## src/rtl/dmem_arbiter.sv

```systemverilog
// Shares a single-port, synchronous-read data memory between the MEM-stage core
// port and an external loader/debug port. Core has priority, bounded by a starvation counter.
module dmem_arbiter #(
    parameter int DATA_W       = 32,
    parameter int ADDR_W       = 9,
    parameter int STARVE_LIMIT = 3
) (
    input  logic              clk,
    input  logic              reset,
    input  logic              core_rd,
    input  logic              core_wr,
    input  logic [ADDR_W-1:0] core_addr,
    input  logic [DATA_W-1:0] core_wdata,
    output logic              core_stall,
    output logic              core_rvalid,
    output logic [DATA_W-1:0] core_rdata,
    input  logic              ext_valid,
    input  logic              ext_we,
    input  logic [ADDR_W-1:0] ext_addr,
    input  logic [DATA_W-1:0] ext_wdata,
    output logic              ext_ready,
    output logic              ext_rvalid,
    output logic [DATA_W-1:0] ext_rdata,
    output logic              mem_wr,
    output logic              mem_rd,
    output logic [ADDR_W-1:0] mem_addr,
    output logic [DATA_W-1:0] mem_wdata,
    input  logic [DATA_W-1:0] mem_rdata
);

    localparam logic [3:0] LIMIT = 4'(STARVE_LIMIT);

    logic [3:0] wait_cnt;
    logic [3:0] wait_cnt_nxt;
    logic       rsp_core;
    logic       rsp_ext;
    logic       core_req;
    logic       core_read;
    logic       ext_force;
    logic       gnt_ext;
    logic       gnt_core;

    // A store that also asserts core_rd is treated purely as a store.
    assign core_req  = core_rd | core_wr;
    assign core_read = core_rd & ~core_wr;
    assign ext_force = (wait_cnt == LIMIT);

    assign gnt_ext  = ~reset & ext_valid & (~core_req | ext_force);
    assign gnt_core = ~reset & core_req & ~gnt_ext;

    // Handshakes: an ext transfer happens on a cycle with ext_valid & ext_ready, and the
    // requester holds its fields stable while ext_valid & ~ext_ready. The core has no
    // ready; it holds its MEM stage for every cycle core_stall is high.
    assign ext_ready  = gnt_ext;
    assign core_stall = ~reset & core_req & ~gnt_core;

    always_comb begin
        mem_wr    = 1'b0;
        mem_rd    = 1'b0;
        mem_addr  = '0;
        mem_wdata = '0;
        if (gnt_ext) begin
            mem_wr    = ext_we;
            mem_rd    = ~ext_we;
            mem_addr  = ext_addr;
            mem_wdata = ext_wdata;
        end else if (gnt_core) begin
            mem_wr    = core_wr;
            mem_rd    = core_read;
            mem_addr  = core_addr;
            mem_wdata = core_wdata;
        end
    end

    // Counts consecutive denied ext cycles; saturation is defensive since ext_force grants first.
    always_comb begin
        wait_cnt_nxt = 4'd0;
        if (ext_valid && !gnt_ext) begin
            wait_cnt_nxt = ext_force ? LIMIT : wait_cnt + 4'd1;
        end
    end

    always_ff @(posedge clk) begin
        if (reset) begin
            wait_cnt <= 4'd0;
            rsp_core <= 1'b0;
            rsp_ext  <= 1'b0;
        end else begin
            wait_cnt <= wait_cnt_nxt;
            rsp_core <= gnt_core & core_read;
            rsp_ext  <= gnt_ext & ~ext_we;
        end
    end

    // Reset in the response cycle drops the in-flight read data.
    assign core_rvalid = rsp_core & ~reset;
    assign ext_rvalid  = rsp_ext & ~reset;
    assign core_rdata  = core_rvalid ? mem_rdata : '0;
    assign ext_rdata   = ext_rvalid ? mem_rdata : '0;

endmodule

```

## config.mk

```make
export PLATFORM = sky130hd
export DESIGN_NAME = dmem_arbiter
export DESIGN_NICKNAME = d
export VERILOG_FILES = /design/src/rtl/dmem_arbiter.sv
export SDC_FILE = /design/constraint.sdc
export NUM_CORES = 1
export LEC_CHECK = 0
export CORE_AREA = 2 2 90 92
export DETAILED_ROUTE_END_ITERATION = 10
export DIE_AREA = 0 0 92 94
export GPL_TIMING_DRIVEN = 0
export PLACE_DENSITY_LB_ADDON = 0.15
export SLEW_MARGIN = 20
export SYNTH_ARGS = -nofsm -noshare
export SYNTH_HDL_FRONTEND = slang
export SYNTH_SLANG_ARGS = --single-unit
export TNS_END_PERCENT = 30
```

## constraint.sdc

```tcl
create_clock -name clk -period 2.4 [get_ports clk]
set_input_delay 0.48 -clock clk [delete_from_list [all_inputs] [get_ports clk]]
set_output_delay 0.48 -clock clk [all_outputs]
set_load 0.05 [all_outputs]
```

==> results of run 1 <==
-- cells in the final DEF, fill, tap and decap left out, types with 3 or more instances in the layout --
master           count
o32ai_4             37
clkbuf_8             3
buf_6               46
clkbuf_2             4
clkdlybuf4s15_2     59
o32ai_2              4
buf_12               4
inv_1               43
nand2b_1            41
clkbuf_1            11
clkdlybuf4s50_1    115
buf_4                9
nor2_1               6
dlygate4sd2_1       11
dfxtp_1              4
and2_1              64
-- how the worst min path moves through the flow --
stage                            from           to  cells past startpoint
after floorplan           wait_cnt[0]  wait_cnt[0]                      1
after global placement    wait_cnt[0]  wait_cnt[0]                      1
after detailed placement  wait_cnt[0]  wait_cnt[0]                      1
after CTS                 wait_cnt[0]  wait_cnt[0]                      2
after global routing      wait_cnt[0]  wait_cnt[0]                      2
final                     wait_cnt[0]  wait_cnt[0]                      2
-- synthesized netlist by cell type --
cell type,n,share of area
and2_1,64,0.21
inv_1,43,0.085
nand2b_1,41,0.13
o32ai_2,38,0.32
clkbuf_1,14,0.028
nor2_1,7,0.014
buf_2,6,0.016
dfxtp_1,6,0.063
buf_6,5,0.030
nor2b_1,3,0.0099
o32ai_1,3,0.014
nand2_1,2,0.0039
nand3_1,2,0.0053
a2111o_1,1,0.0059
a21o_1,1,0.0039
a31o_2,1,0.0046
buf_1,1,0.0020
ha_1,1,0.0066
nor3_1,1,0.0026
nor3b_1,1,0.0039
nor4bb_1,1,0.0053
o21ai_0,1,0.0026
o21ai_2,1,0.0046
or2_2,1,0.0033
or3b_1,1,0.0046
or3b_2,1,0.0046
xnor2_1,1,0.0046
xor2_1,1,0.0046
-- sequential cells by signal (all words and copies together), names as in the netlist --
register  cells
rsp_ext       1
wait_cnt      4
rsp_core      1
-- logic make-up after synthesis --
| logic type | synth area share |
|---|---|
| fa+ha+maj | 0.006565 |
| compound gates | 0.3598 |
| buf+inv | 0.1595 |
| xor+xnor | 0.009194 |
| simple gates | 0.4018 |
| flops | 0.06304 |
-- metrics by stage --
step	cell area (um^2)	hold WS [ps]
after CTS	4858	523.1
after global placement	4384	426.9
final	5170	532.9
after detailed placement	4384	439.1
after global routing	5170	555.2
after floorplan	1964	420.4
-- worst register-to-register path: cells and delay by family (launching register included) --
kind,cells,cell delay (ps)
compound gates,1,260
buf+inv,2,310
simple gates,2,550
fa+ha+maj,1,130
flops,1,340
-- power breakdown --
group	internal, mW	switching [mW]	total [mW]
combinational	0.418	0.461	0.880
clock	0.108	0.0450	0.153
sequential	0.103	0.00151	0.104
-- layer usage --
| layer | vias to the layer above | share of wire | wire, um | global-route usage |
|---|---|---|---|---|
| li1 | 1314 | - | - | - |
| met1 | 1196 | 0.34 | 3017 | 0.1943 |
| met2 | 143 | 0.56 | 5020 | 0.4050 |
| met3 | 8 | 0.094 | 838 | 0.06019 |
| met4 | 0 | 0.0090 | 81 | 0.02985 |
| met5 | - | 0 | 0 | 0 |
-- timing repair --
item                                    CTS  global route
buffers inserted                          2             6
pin swaps                                 1             6
cloned                                    1             2
gates resized for setup                 519            38
hold buffers                              0             0
endpoints found under the setup margin  111           104
-- final cells by class --
cell class	instances	share of cell area
Sequential cell	6	0.02372
Inverter	43	0.03122
Multi-Input combinational cell	174	0.3807
Tap cell	102	0.02469
Clock buffer	3	0.007986
Buffer	25	0.03848
Timing Repair Buffer	240	0.4932
==> results.toml, run 1 <==
[critical_path]
critical_path_required_ps = 1920
worstPathArrival_ps = 2150
cp_top_family = "compound AO/OA/AOI/OAI gates"
crit_slowest_cell = "or3b_4"
cp_num_buf_inv = 3
crit-reg2reg-launch = "wait_cnt[1]"
start_kind = "flip-flop"
critPathMostFrequentCell = "buf_12"
max_stage_delay_ps = 420
crit_fanout = 5
worstSetupPathType = "flip-flop to output pin"
cp-end-kind = "output pin"
worstSetupEndpoint = "mem_wdata[14]"
ff2ff_setup_slack_ps = 740
reg2regPathDepth = 6
worstPathCellList = "ha_4 > or3b_4 > a21o_4 > buf_12 > buf_12 > o32ai_4 > buf_6"
cp-startpoint = "wait_cnt[1]"
cp.depth = 7
worstReg2RegEnd = "rsp_ext"

[floorplan]
ios = 231
rows = 32
initial_core_util = 0.2505
dieHeight_um = 94
die_w_um = 92
die_area_um2 = 8648
design.core.area_um2 = 7607

[route]
vias_per_cell = 4.487
antenna_left = 0
drc = 0
totalWireLength_um = 8957
num_vias = 2661
wire_per_inst_um = 15.10
drtPass1Iterations = 4
first_iter_violations = 25

[timing]
relSlewSlack = 0.2299
fin_ws_ps = -226.3
setup_viol = 43
hold_violations = 0
tightest_slew_ps = 1155
fin_skew_ps = 0.3702
setup_tns_ps = -6739
fin_crit_sh = 1.094
timing.fmax_ghz = 0.3808
slew_viol_final = 0
grt_setup_unrepaired = "true"
fin_crit_ps = 2626

[finish]
final_util = 0.6796
final_cell_count_no_fill = 593
synthToLayoutAreaGrowth_pct = 171.3
fillCellCount = 625
layout-drive-gt1-share = 0.3747
final-seq-area_um2 = 122.6
num_antenna_cells = 0
multi_input_area_um2 = 1968
nets = 614

[yosys]
syn_area_per_cell_um2 = 7.653
ys_types = 28
yosys_warnings = 0
synth_cells = 249
seq_area_frac_synth = 0.06303
ys_ff_latch = 6
syn_area_um2 = 1906
syn-num-nets = 370

[clocking]
clock_tree.root_cell = "clkbuf_8"
clk_pin_slew_ps = 40
clockBufferDepth = 2
numClockSinks = 6
insertion_delay_ps = 220
cts_tree = "built"
cts_buffers = 3
htreeDepth = 1

[place]
dp_hpwl_um = 7285
gp_congestion = 0.8131
dp.cells = 580
numPortBuffers = 229
place_ws_ps = -986.7

[worst_hold_path]
holdCritPathClass = "flip-flop to flip-flop"

[global_route]
grt_overflow = 0
grt_pass1_wl_um = 13780
grt_pass1_vias = 2663
grt_max_degree = 11
antenna_found_initial = 0
grt.total_usage = 0.1967

[job]
cap_viol_max_count = 0

[run_status]
violations = "negative setup slack"
status = "finished with violations"

[power_and_ir_drop]
p_per_area_nw_per_um2 = 219.9
p_leak_nw = 2.047
power.total_mw = 1.137
vdd_ir_drop_max_mv = 0.1206
Note: power is estimated with default switching activity, not from simulation.
==> run 2: changes to the inputs <==
CTS_BUF_LIST = sky130_fd_sc_hd__clkbuf_8   (was not set)
==> results of run 2 <==
No change in the layout: final DEF, timing and power equal those of run 1.
